`config.mk`:
```
export PLATFORM = sky130hd
export DESIGN_NAME = sq_retire_writer
export DESIGN_NICKNAME = d
export VERILOG_FILES = /design/src/rtl/sq_retire_writer.sv
export SDC_FILE = /design/constraint.sdc
export NUM_CORES = 1
export LEC_CHECK = 0
export CAP_MARGIN = 30
export CORE_UTILIZATION = 55
export CTS_CLUSTER_DIAMETER = 60
export DETAILED_ROUTE_END_ITERATION = 16
export PLACE_DENSITY_LB_ADDON = 0.08
export SYNTH_ARGS = -nofsm -noshare
export SYNTH_HDL_FRONTEND = slang
export SYNTH_SLANG_ARGS = --single-unit
export TNS_END_PERCENT = 20
```
`constraint.sdc`:
```
create_clock -name clock -period 27.7 [get_ports clock]
set_clock_uncertainty 0.15 [all_clocks]
set_input_delay 2.77 -clock clock [delete_from_list [all_inputs] [get_ports clock]]
set_output_delay 2.77 -clock clock [all_outputs]
set_load 0.01 [all_outputs]
```
`src/rtl/sq_retire_writer.sv`:
```
// Retired-store write buffer: accepts up to N_WAY retired stores per cycle
// into a circular FIFO and drains them one at a time to the memory bus,
// returning a completion (valid + store_pos) for each accepted request.
module sq_retire_writer #(
  parameter int unsigned N_WAY = 2,
  parameter int unsigned N_SQ  = 8,
  parameter int unsigned DEPTH = 4,
  parameter int unsigned XLEN  = 32
) (
  input  logic                               clock,
  input  logic                               reset,
  input  logic [N_WAY-1:0]                   ret_valid,
  input  logic [N_WAY*XLEN-1:0]              ret_addr,
  input  logic [N_WAY*XLEN-1:0]              ret_data,
  input  logic [N_WAY*2-1:0]                 ret_size,
  input  logic [N_WAY*($clog2(N_SQ)+1)-1:0]  ret_store_pos,
  output logic [$clog2(N_WAY):0]             free_slots,
  output logic [1:0]                         proc2mem_command,
  output logic [XLEN-1:0]                    proc2mem_addr,
  output logic [63:0]                        proc2mem_data,
  output logic [1:0]                         proc2mem_size,
  input  logic [3:0]                         mem2proc_response,
  output logic                               done_valid,
  output logic [$clog2(N_SQ):0]              done_store_pos,
  output logic                               overflow_err
);

  localparam int unsigned PW = $clog2(N_SQ) + 1;
  localparam int unsigned CW = $clog2(DEPTH) + 1;
  localparam int unsigned IW = (DEPTH > 1) ? $clog2(DEPTH) : 1;
  localparam int unsigned FW = $clog2(N_WAY) + 1;

  localparam logic [1:0] CMD_NONE  = 2'd0;
  localparam logic [1:0] CMD_STORE = 2'd2;

  typedef enum logic [0:0] {
    ST_IDLE  = 1'b0,
    ST_ISSUE = 1'b1
  } state_e;

  state_e          state_q, state_d;
  logic [IW-1:0]   head_q, head_d;
  logic [IW-1:0]   tail_q, tail_d;
  logic [CW-1:0]   count_q, count_d;
  logic            done_valid_q, done_valid_d;
  logic [PW-1:0]   done_pos_q, done_pos_d;
  logic            ovf_q, ovf_d;

  logic [XLEN-1:0] addr_q [DEPTH];
  logic [63:0]     data_q [DEPTH];
  logic [1:0]      size_q [DEPTH];
  logic [PW-1:0]   pos_q  [DEPTH];

  int unsigned     free_n;
  int unsigned     acc_n;
  logic            ovf_hit;
  logic [N_WAY-1:0] acc_lane;
  logic [IW-1:0]   wr_idx [N_WAY];
  logic            pop;

  function automatic logic [IW-1:0] wrap_add(input logic [IW-1:0] base,
                                             input int unsigned   off);
    return IW'((32'(base) + off) % DEPTH);
  endfunction

  function automatic logic [63:0] mask_data(input logic [XLEN-1:0] d,
                                            input logic [1:0]      sz);
    logic [63:0] m;
    m = '0;
    case (sz)
      2'd0:    m[7:0]  = d[7:0];
      2'd1:    m[15:0] = d[15:0];
      default: m[31:0] = d[31:0];
    endcase
    return m;
  endfunction

  // Lane acceptance against entries free at the start of the cycle; accepted
  // lanes are packed at tail by their rank among accepted lanes.
  always_comb begin
    free_n   = DEPTH - 32'(count_q);
    acc_n    = 0;
    ovf_hit  = 1'b0;
    acc_lane = '0;
    for (int unsigned i = 0; i < N_WAY; i++) begin
      wr_idx[i] = wrap_add(tail_q, acc_n);
      if (ret_valid[i]) begin
        if (i < free_n) begin
          acc_lane[i] = 1'b1;
          acc_n       = acc_n + 1;
        end else begin
          ovf_hit = 1'b1;
        end
      end
    end
  end

  assign free_slots = (free_n < N_WAY) ? FW'(free_n) : FW'(N_WAY);

  // Buffer storage write for accepted lanes (no reset: contents are qualified by count).
  always_ff @(posedge clock) begin
    for (int unsigned i = 0; i < N_WAY; i++) begin
      if (acc_lane[i]) begin
        addr_q[wr_idx[i]] <= ret_addr[i*XLEN +: XLEN];
        data_q[wr_idx[i]] <= mask_data(ret_data[i*XLEN +: XLEN], ret_size[i*2 +: 2]);
        size_q[wr_idx[i]] <= ret_size[i*2 +: 2];
        pos_q[wr_idx[i]]  <= ret_store_pos[i*PW +: PW];
      end
    end
  end

  // Next-state: pointers, occupancy, FSM and completion.
  always_comb begin
    pop          = (state_q == ST_ISSUE) && (mem2proc_response != 4'd0);
    head_d       = pop ? wrap_add(head_q, 1) : head_q;
    tail_d       = wrap_add(tail_q, acc_n);
    count_d      = CW'(32'(count_q) + acc_n - 32'(pop));
    ovf_d        = ovf_q | ovf_hit;
    done_valid_d = pop;
    done_pos_d   = pop ? pos_q[head_q] : done_pos_q;
    state_d      = state_q;
    case (state_q)
      ST_IDLE:  if (count_q != '0) state_d = ST_ISSUE;
      ST_ISSUE: if (pop) state_d = (count_d != '0) ? ST_ISSUE : ST_IDLE;
      default:  state_d = ST_IDLE;
    endcase
  end

  // Memory request driven straight from the head entry while issuing.
  always_comb begin
    proc2mem_command = CMD_NONE;
    proc2mem_addr    = '0;
    proc2mem_data    = '0;
    proc2mem_size    = '0;
    if (state_q == ST_ISSUE) begin
      proc2mem_command = CMD_STORE;
      proc2mem_addr    = addr_q[head_q];
      proc2mem_data    = data_q[head_q];
      proc2mem_size    = size_q[head_q];
    end
  end

  // Control state registers.
  always_ff @(posedge clock or posedge reset) begin
    if (reset) begin
      state_q      <= ST_IDLE;
      head_q       <= '0;
      tail_q       <= '0;
      count_q      <= '0;
      done_valid_q <= 1'b0;
      done_pos_q   <= '0;
      ovf_q        <= 1'b0;
    end else begin
      state_q      <= state_d;
      head_q       <= head_d;
      tail_q       <= tail_d;
      count_q      <= count_d;
      done_valid_q <= done_valid_d;
      done_pos_q   <= done_pos_d;
      ovf_q        <= ovf_d;
    end
  end

  assign done_valid     = done_valid_q;
  assign done_store_pos = done_pos_q;
  assign overflow_err   = ovf_q;

endmodule
```
-- Word level (Yosys, flattened, before mapping)
Memories as Yosys holds them, arrays and structs flattened. A register that Yosys moved wholly into a read port is not among the register bits.
Index checks and enable logic that the tools add are counted.
- register bits after elaboration: 10
- memory bits (writable): 280
- input bits: 148
- output and inout bits: 108
- word-level logic and storage cells: 67
- memories: 4
- memory list (name ; depth ; bits a word ; read ports ; clocked after Yosys merged registers in ; write ports ; line ; source):
    addr_q ; 4 ; 32 ; 1 ; 0 ; 2 ; 49 ; logic [XLEN-1:0] addr_q [DEPTH];
    data_q ; 4 ; 32 ; 1 ; 0 ; 2 ; 50 ; logic [63:0] data_q [DEPTH];
    pos_q ; 4 ; 4 ; 1 ; 1 ; 2 ; 52 ; logic [PW-1:0] pos_q [DEPTH];
    size_q ; 4 ; 2 ; 1 ; 0 ; 2 ; 51 ; logic [1:0] size_q [DEPTH];
- add/sub/neg operators: 7
- $lt $le $gt $ge: 3
- equal/unequal tests: 2
- multiplexer cells: 35
- bitwise logic cells: 2
- reduce and logical (&&, ||, !) cells: 8
- operators with widths (operator ; number):
    $lt 1x32->1 const A ; 2
    $mux 16 ; 4
    $mux 64 ; 1
    $mux 8 ; 6
    $lt 32x2->1 const B ; 1
    $mux 32 ; 1
    $mux 1 ; 17
    $mux 2 ; 3
    $mux 3 ; 2
    $reduce_bool 3->1 ; 2
    $add 2x2->2 ; 2
    $eq 2x1->1 const B ; 2
    $logic_not 2->1 ; 2
    $reduce_bool 4->1 ; 1
    $reduce_or 2->1 ; 2
    $sub 3x3->4 const A ; 1
    $add 3x3->3 ; 1
    $sub 3x1->3 ; 1
    $add 1x1->2 const B ; 1
    $add 2x1->2 const B ; 1
    $pmux 1 s2 ; 1
    $logic_and 1x1->1 ; 1
    $not 1->1 ; 1
    $or 1x1->1 ; 1

-- Depth between registers and ports, before layout
Gate-level depths: netlist of the first run.
- depth after elaboration: 13
- depth in mapped cells: 17
- depth with buffers taken out: 16

-- Worst setup path after synthesis of the first run
Ideal clock, no wire load.
- kind: input port to flip-flop
- start: input ret_valid[0]
- end: memory addr_q[0][0] (enable)
- setup time: 0.738 ns
- arrival: 11.044 ns
- required time: 26.812 ns
- setup slack: 15.767 ns
- stages on the path: 2
- path buffers: 0
- cell sequence: o21ai_0 -> o311ai_0
- RTL lines (item ; line ; source):
    start: declaration ; 12 ; input logic [N_WAY-1:0] ret_valid,
    end: declaration ; 49 ;

-- Final worst setup path of the first run
- start: register head_q[0]
- end: output proc2mem_data[1]
- longest elaborated chain between the ends: 2
- ends and longest elaborated chain (item ; line ; source):
    start: declaration ; 42 ; logic [IW-1:0] head_q, head_d;
    start signal: assignment ; 147 ; head_q <= '0;
    start signal: assignment ; 155 ; head_q <= head_d;
    $mem_v2 4x32 ; - ;
    $mux 64 ; 135 ; if (state_q == ST_ISSUE) begin
    end: declaration ; 20 ; output logic [63:0] proc2mem_data,
Every way passes these cells.

==> metrics.yaml, run 1 <==
sta:
  timing.final.hold_violations: 0
  worst_slew_pin_slew_ps: 1070
  rsz0062_at_grt: "false"
  fin_setup_tns_ps: 0
  min_period_ps: 6310
  slew-limit-headroom: 0.281
  setup_viol_count_final: 0
  final-max-slew-violation-count: 0
  min_period_over_period: 0.228
  fmax_mhz: 158
global_routing:
  grt.met2_usage: 0.422
  grt-ovfl-total: 0
  grt_pass1_vias: 9262
  use_met1: 0.328
  grt_pass1_wl_um: 52500
  grt_max_degree: 63
  gr-max-usage-layer: "met2"
  antenna_found_initial: 6
  grtUsageTotal: 0.244
  grtUsageMet3: 0.0362
placement:
  gp_congestion: 0.752
  io_buffers: 222
  dp_hpwl_um: 20600
hold_path:
  hold-path-cell-count: 1
  whs_endpoint: "overflow_err"
  hp-class: "flip-flop to flip-flop"
  hp-start: "overflow_err"
floorplan:
  floorplan.rows: 60
  die_w_um: 168
  fp.dieH_um: 168
  die-area_um2: 28200
  core_area_um2: 27000
  start_util: 0.561
  ios: 256
cts:
  clock-root-buffer: "clkbuf_16"
  clock_sinks: 294
  cts-buffers-inserted: 31
  hold_buffers: 0
  path_clk_slew_ps: 60
  cts_tree: "yes"
  ctsResizeCount: 0
  cts_setup_buffers: 0
  cts_buffer_depth: 3
  clk_latency_ps: 550
  cts_htree_levels: 1
job:
  drv_cap: 0
power:
  p_per_area_nw_per_um2: 123
  max-vdd-ir-drop_uv: 82.3
  cellLeakagePower_uw: 0.00706
synthesis:
  synth_area_leaders: "edfxtp_1, mux2_2, mux4_2"
  syn-cell-area_um2: 15100
  ys_seq_elements: 294
  synth.distinct_cells: 31
  netlist_instances: 941
  synth_seq_area_share: 0.579
  syn_avg_cell_area_um2: 16.1
  yosysTopAreaCellShare: 0.556
  synth.largest_area_cell: "edfxtp_1"
  yosysWarnings: 0
finish:
  nets: 1309
  utilization: 0.693
  layout_commonest_cell: "edfxtp_1"
  area_delta_synth_final_pct: 23.5
  drive_gt1_frac: 0.276
  layout_common_cells: "edfxtp_1, clkdlybuf4s50_1, mux2_2"
  num-fill-cells: 1844
routing:
  viasPerCell: 5.84
  wl_per_cell_um: 22.5
  drt_iter0_markers: 601
  wirelength_um: 34200
  first_pass_iters: 5
  ant_nets: 0
  drcViolationCount: 0
  via_count: 8884
worst_setup_path:
  reg2reg_from: "count_q[0]"
  cp-end-kind: "primary output"
  rr_worst_depth: 12
  ff2ff_setup_slack_ps: 22920
  cp.arrival_ps: 3390
  crit_type: "flip-flop to primary output"
  required_ps: 24780
  r2r_end: "addr_q[0][24]"
  crit_start: "head_q[0]"
  critPathLaunchType: "flip-flop"
  critPathMaxFanout: 28
outcome:
  status: "completed"
## synthesized netlist by cell type
master / count
buf_4: 34
mux2i_1: 96
buf_2: 36
nor2b_1: 2
nand2_1: 65
o311ai_0: 4
edfxtp_1: 280
o2111ai_1: 8
ha_1: 9
and2_1: 67
nor2_1: 2
or2_2: 4
buf_1: 3
o41a_1: 1
mux2_1: 12
a21o_1: 1
conb_1: 1
a21oi_1: 1
mux2_2: 172
nand2b_1: 3
o41ai_2: 1
o2111ai_2: 4
dfrtp_1: 14
xnor2_1: 6
fa_1: 1
o21a_1: 2
inv_1: 12
mux4_2: 70
xor2_1: 2
clkbuf_1: 26
o21ai_0: 2
## worst max-delay path, cell delays in order (launching register included)
cell	delay [ps]
dfrtp_4	790
buf_4	510
buf_16	290
mux4_2	570
and2_1	180
clkdlybuf4s50_1	470
## layer usage
layer,up-vias,part of all wire
met5,-,0.00064
met2,337,0.50
li1,4010,-
met1,4489,0.41
met4,4,0.015
met3,44,0.069
## registers in the layout (all words and copies together), names as in the netlist, 2 cells and up
register / cells
pos_q: 16
count_q: 3
tail_q: 2
addr_q: 128
data_q: 128
head_q: 2
done_store_pos: 4
size_q: 8
## final cells by class
type / count / area, um2 / share of cell area
Clock buffer: 41 / 833 / 0.0446
Tap cell: 341 / 427 / 0.0228
Timing Repair Buffer: 244 / 2480 / 0.133
Inverter: 12 / 45.0 / 0.00241
Antenna cell: 5 / 12.5 / 0.000670
Multi-Input combinational cell: 568 / 5970 / 0.320
Clock inverter: 15 / 145 / 0.00777
Sequential cell: 294 / 8770 / 0.469
## per-stage QoR
stage               cell area (um2)  hold WS, ps  instances  setup slack [ps]  power [uW]
floorplan                     15200          337        973             15770        1540
global placement              17600          292       1454             21120        1880
detailed placement            17700          304       1458             21130        1910
CTS                           18600          318       1514             21300        2310
global route                  18700          339       1517             21170        2400
finish                        18700          311       1520             21390        2290
## logic make-up after synthesis
group / after synthesis / synth area share
flip-flops: 294 / 0.579
other: 1 / 0.000248
buffers and inverters: 111 / 0.0390
XOR/XNOR: 8 / 0.00463
AND/OR/NAND/NOR: 143 / 0.0481
adder cells (fa/ha/maj): 10 / 0.00877
multiplexers: 350 / 0.305
AO/OA/AOI/OAI: 24 / 0.0152
## report_power, final
group	internal, uW	leakage, uW	switching (uW)
registers	762	0.00278	74.7
clock network	237	0.000486	165
logic	545	0.00379	509
## worst max-delay path by stage
stage	slack (ps)	endpoint	cells after the start
2_1_floorplan	15770	addr_q[0][0]	2
3_5_place_dp	21130	pos_q[2][2]	8
3_3_place_gp	21120	pos_q[0][1]	8
6_report	21390	proc2mem_data[1]	5
5_1_grt	21170	proc2mem_addr[24]	5
4_1_cts	21300	proc2mem_data[1]	5
No activity file was read; power rests on OpenSTA's default activity.
==> run 2, diff against run 1 <==
- CORE_UTILIZATION: 55 -> 49
- clock period: 27.7 -> 5.31 ns (I/O delays scaled with it)
==> run 2 against run 1 <==
Design area up 0.86%. Combinational power rose to 5.3 times the previous value. Worst hold slack worse by 27 ps. Highest routed layer is now met4. Count of clock-buffer cells in the layout up 9.
==> metrics.yaml, run 2 (synthesis results as in run 1) <==
global_routing:
  grt_pass1_wl_um: 54600  # was 52500 um
  grt-ovfl-total: 0  # unchanged
  grt_pass1_vias: 9326  # was 9262
  grtUsageTotal: 0.231  # was 0.244
  grt_max_degree: 69  # was 63
  antenna_found_initial: 0  # was 6
sta:
  min_period_ps: 4080
  setup_viol_count_final: 0  # unchanged
  fin_setup_tns_ps: 0  # unchanged
  worst_slew_pin_slew_ps: 1010  # was 1070 ps
  whs_ps: 284  # was 311 ps
  rsz0062_at_grt: "false"  # unchanged
  timing.final.hold_violations: 0  # unchanged
  final-max-slew-violation-count: 0  # unchanged
  slew-limit-headroom: 0.329  # was 0.281
  min_period_over_period: 0.768
  fmax_mhz: 245
finish:
  nets: 1314  # was 1309
  drive_gt1_frac: 0.275  # was 0.276
  final_cells: 1569  # was 1520
  layout_common_cells: "edfxtp_1, clkdlybuf4s50_1, mux2_2"  # unchanged
  antennaDiodeCount: 0  # was 5
  area_delta_synth_final_pct: 24.6  # was 23.5%
  utilization: 0.627  # was 0.693
  layout_commonest_cell: "edfxtp_1"  # unchanged
placement:
  io_buffers: 222  # unchanged
  dp_hpwl_um: 21000  # was 20600 um
  gp_congestion: 0.766  # was 0.752
  dp.cells: 1510  # was 1458
worst_setup_path:
  critPathMaxFanout: 50  # was 28
  required_ps: 5400  # was 24780 ps
  cp-end-kind: "flip-flop"  # was primary output
  critPathLaunchType: "flip-flop"  # unchanged
  cp.arrival_ps: 4170  # was 3390 ps
  crit_type: "flip-flop to flip-flop"  # was flip-flop to primary output
routing:
  viasPerCell: 5.56  # was 5.84
  wirelength_um: 35400  # was 34200 um
  drt_iter0_markers: 421  # was 601
  ant_nets: 0  # unchanged
  wl_per_cell_um: 22.6  # was 22.5 um
  first_pass_iters: 4  # was 5
  via_count: 8722  # was 8884
  drcViolationCount: 0  # unchanged
cts:
  path_clk_slew_ps: 60  # about the same
  cts-buffers-inserted: 34  # was 31
  cts_htree_levels: 2  # was 1
  cts_buffer_depth: 3  # unchanged
  clk_latency_ps: 500  # was 550 ps
  ctsResizeCount: 0  # unchanged
  cts_tree: "yes"  # unchanged
  clock_sinks: 294  # unchanged
  hold_buffers: 0  # unchanged
  cts_setup_buffers: 0  # unchanged
  clock-root-buffer: "clkbuf_16"  # unchanged
floorplan:
  core_area_um2: 30000  # was 27000 um2
  fp.dieH_um: 178  # was 168 um
  die-area_um2: 31600  # was 28200 um2
  floorplan.rows: 63  # was 60
  start_util: 0.503  # was 0.561
  die_w_um: 178  # was 168 um
  ios: 256  # unchanged
power:
  finalPower_uw: 12100  # was 2290 uW
  max-vdd-ir-drop_uv: 338  # was 82.3 uV
  cellLeakagePower_uw: 0.00711  # was 0.00706 uW
  p_per_area_nw_per_um2: 643  # was 123 nW/um2
hold_path:
  hp-class: "primary input to asynchronous set/reset pin"  # was flip-flop to flip-flop
job:
  drv_cap: 0  # unchanged
outcome:
  status: "completed"  # unchanged
## run 2: cell types whose count changed in the layout (fill, tap and decap cells not counted), moves of 3 or more
cell	previous run	this run
clkinv_2	8	1
clkbuf_16	31	37
diode_2	5	0
o311ai_2	4	0
o311ai_4	0	4
buf_12	1	4
bufinv_16	3	0
clkbuf_1	8	11
## run 2: metrics by stage
step / instance area, um2 / worst slack [ps]
after detailed placement: 17800 / 1280
after floorplan: 15200 / -1890
final: 18800 / 1230
after CTS: 18800 / 1240
after global placement: 17700 / 1330
after global routing: 18800 / 1010
## run 2: final timing paths
check,from,to,slack (ps),cells after the start
max,count_q[2],size_q[2][1],1230,9
min,reset,state_q,280,2
max reg2reg,count_q[2],size_q[2][1],1230,9
min reg2reg,overflow_err,overflow_err,320,1
max in group asynchronous,reset,head_q[1],4280,2
min in group clock,overflow_err,overflow_err,320,1
## run 2: layout make-up
cell class,count,area (um2)
fill,2287,11200
sequential,294,8770
multi-input combinational,568,6010
timing repair buffer,246,2490
clock buffer,50,995
tap,390,488
inverter,12,45.0
clock inverter,9,42.5
## run 2: per-layer routing
| metal | up-vias | track usage | wire, um |
|---|---|---|---|
| li1 | 4026 | - | - |
| met1 | 4418 | 0.303 | 15000 |
| met2 | 240 | 0.395 | 17900 |
| met3 | 38 | 0.0469 | 2010 |
| met4 | 0 | 0.0520 | 471 |
| met5 | - | 0 | 0 |
## run 2: critical path: stages (launching register included)
cell	delay, ps
dfrtp_1	390
o21a_1	630
o21ai_0	210
buf_4	220
inv_1	90
ha_1	290
xor2_1	390
o2111ai_4	580
buf_12	460
mux2_1	360
## run 2: power by group
group          internal, uW  total [uW]  switching (uW)
clock                  1290        2180             888
combinational          2870        5580            2710
sequential             3970        4360             382
total                  8140       12100            3980
==> run 3, diff against run 2 <==
- clock period: 5.31 -> 3.3 ns (I/O delays scaled with it)
==> run 3 against run 2 <==
Critical path depth rose by 6. Worst hold slack gained 43 ps. Via count is 0.61% higher. Combinational power grew 73%. Largest power group unchanged. Highest routed layer is now met5.
==> metrics.yaml, run 3 (synthesis results as in run 1) <==
worst_setup_path:
  critPathTopFamily: "adder cells"  # was compound AO/OA/AOI/OAI gates
  r2r_end: "state_q"  # was size_q[2][1]
  crit_cells: 15  # was 9
  cp.arrival_ps: 3570  # was 4170 ps
  crit_start: "count_q[0]"  # was count_q[2]
  critPathBufInv: 2  # was 3
  crit_path_end: "state_q"  # was size_q[2][1]
  reg2reg_from: "count_q[0]"  # was count_q[2]
  cp_common_cell: "ha_4"
  required_ps: 3590  # was 5400 ps
  critPathLaunchType: "flip-flop"  # unchanged
  slowest_delay_ps: 360  # was 630 ps
  cp-end-kind: "flip-flop"  # unchanged
  path_cells: "inv_2, ha_4, ha_4, nand2b_1, or2_4, ha_4, nand2_1, o21a_1, ha_1, inv_1, ha_2, fa_2, xnor2_2, xnor2_1, o41a_1"  # was o21a_1, o21ai_0, buf_4, inv_1, ha_1, xor2_1, o2111ai_4, buf_12, mux2_1
  rr_worst_depth: 15  # was 9
  critPathMaxFanout: 3  # was 50
  ff2ff_setup_slack_ps: 20  # was 1230 ps
  critPathSlowestCell: "dfrtp_1"  # was o21a_1
  crit_type: "flip-flop to flip-flop"  # unchanged
routing:
  via_count: 8775  # was 8722
  drcViolationCount: 0  # unchanged
  drt_iter0_markers: 560  # was 421
  wl_per_cell_um: 21.5  # was 22.6 um
  first_pass_iters: 4  # unchanged
  ant_nets: 0  # unchanged
  viasPerCell: 5.51  # was 5.56
  wirelength_um: 34200  # was 35400 um
finish:
  final_cells: 1592  # was 1569
  area_delta_synth_final_pct: 26.6  # was 24.6%
  layout_common_cells: "edfxtp_1, clkdlybuf4s50_1, mux2_2"  # unchanged
  nets: 1333  # was 1314
  num-fill-cells: 2224  # was 2287
  drive_gt1_frac: 0.296  # was 0.275
  layout_commonest_cell: "edfxtp_1"  # unchanged
sta:
  min_period_ps: 3280  # was 4080 ps
  slew-limit-headroom: 0.471  # was 0.329
  min_period_over_period: 0.995  # was 0.768
  whs_ps: 327  # was 284 ps
  worst_slew_pin_slew_ps: 791  # was 1010 ps
  setup_viol_count_final: 0  # unchanged
  timing.final.hold_violations: 0  # unchanged
  rsz0062_at_grt: "true"  # was false
  fin_setup_tns_ps: 0  # unchanged
  final-max-slew-violation-count: 0  # unchanged
  fmax_mhz: 304  # was 245 MHz
global_routing:
  grtUsageTotal: 0.223  # was 0.231
  grt_pass1_wl_um: 53000  # was 54600 um
  grt-ovfl-total: 0  # unchanged
  grt_max_degree: 50  # was 69
  antenna_found_initial: 5  # was 0
  grt_pass1_vias: 9317  # was 9326
power:
  seq_power_share: 0.348  # was 0.360
  p_comb_frac: 0.490  # was 0.460
  max-vdd-ir-drop_uv: 541  # was 338 uV
  p_int_uw: 13200  # was 8140 uW
  p_sw_uw: 6430  # was 3980 uW
  swShare: 0.327  # was 0.329
  finalPower_uw: 19700  # was 12100 uW
  cellLeakagePower_uw: 0.00724  # was 0.00711 uW
  pwr-share-clk: 0.162  # was 0.180
  p_per_area_nw_per_um2: 1030  # was 643 nW/um2
job:
  drv_cap: 0  # unchanged
hold_path:
  hp-start: "done_store_pos[0]"
  hp-class: "flip-flop to flip-flop"  # was primary input to asynchronous set/reset pin
cts:
  cts_buffer_depth: 3  # unchanged
  path_clk_slew_ps: 60  # about the same
  clock-root-buffer: "clkbuf_16"  # unchanged
  cts_htree_levels: 1  # was 2
  clock_sinks: 294  # unchanged
  clk_latency_ps: 560  # was 500 ps
  cts_tree: "yes"  # unchanged
  cts-buffers-inserted: 31  # was 34
floorplan:
  core_area_um2: 30000  # unchanged
  ios: 256  # unchanged
  floorplan.rows: 63  # unchanged
  die_w_um: 178  # unchanged
  die-area_um2: 31600  # unchanged
  fp.dieH_um: 178  # unchanged
  start_util: 0.503  # unchanged
placement:
  io_buffers: 222  # unchanged
  dp.cells: 1529  # was 1510
  dp_hpwl_um: 21500  # was 21000 um
  gp_congestion: 0.756  # was 0.766
outcome:
  status: "completed"  # unchanged
-- run 3: repair_timing --
item / 4_1_cts / 5_1_grt
hold endpoints to repair: 11 / 0
pin swaps: 3 / 0
setup endpoints to repair: 1 / 1
gates resized for setup: 1 / 0
buffers inserted: 2 / 0
hold buffers: 1 / 0
-- run 3: per-layer routing --
layer / vias to the layer above / part of all wire / routed length, um / GRT usage
met5: - / 0.00041 / 14 / 0
met4: 2 / 0.013 / 442 / 0.0406
met3: 33 / 0.058 / 1980 / 0.0398
met2: 247 / 0.51 / 17300 / 0.387
met1: 4418 / 0.42 / 14500 / 0.294
li1: 4075 / - / - / -
-- run 3: power groups by stage --
stage,combinational [uW],sequential [uW],clock (uW)
global route,10300,7000,3400
global placement,9680,6890,0
detailed placement,9760,6940,0
floorplan,5870,6810,0
finish,9650,6840,3180
CTS,9830,6870,3250
-- run 3: worst min path at each step --
stage	end	slack, ps	depth (start not counted)
2_1_floorplan	count_q[0]	70	1
3_3_place_gp	done_store_pos[1]	320	2
3_5_place_dp	done_store_pos[0]	320	2
4_1_cts	done_store_pos[0]	330	2
5_1_grt	done_store_pos[0]	360	2
6_report	done_store_pos[0]	330	2
-- run 3: stage by stage --
stage	util	worst slack [ps]	cell area, um2
global route	0.637	-141	19100
detailed placement	0.606	-44.5	18200
floorplan	-	-209	15400
finish	0.637	15.4	19100
CTS	0.637	0.461	19100
global placement	0.605	41.4	18200
-- run 3: area by class of cell --
type / count / area, um2 / share of cell area
antenna: 3 / 7.51 / 0.000392
multi-input combinational: 568 / 6070 / 0.317
tap: 390 / 488 / 0.0255
clock inverter: 20 / 120 / 0.00628
sequential: 294 / 8770 / 0.458
clock buffer: 37 / 798 / 0.0417
inverter: 12 / 45.0 / 0.00235
timing repair buffer: 268 / 2840 / 0.148
-- run 3: tightest hold or removal path, cell delays in order (launching register included) --
cell,delay [ps]
dfrtp_1,340
nand2_1,50
nand2_1,50
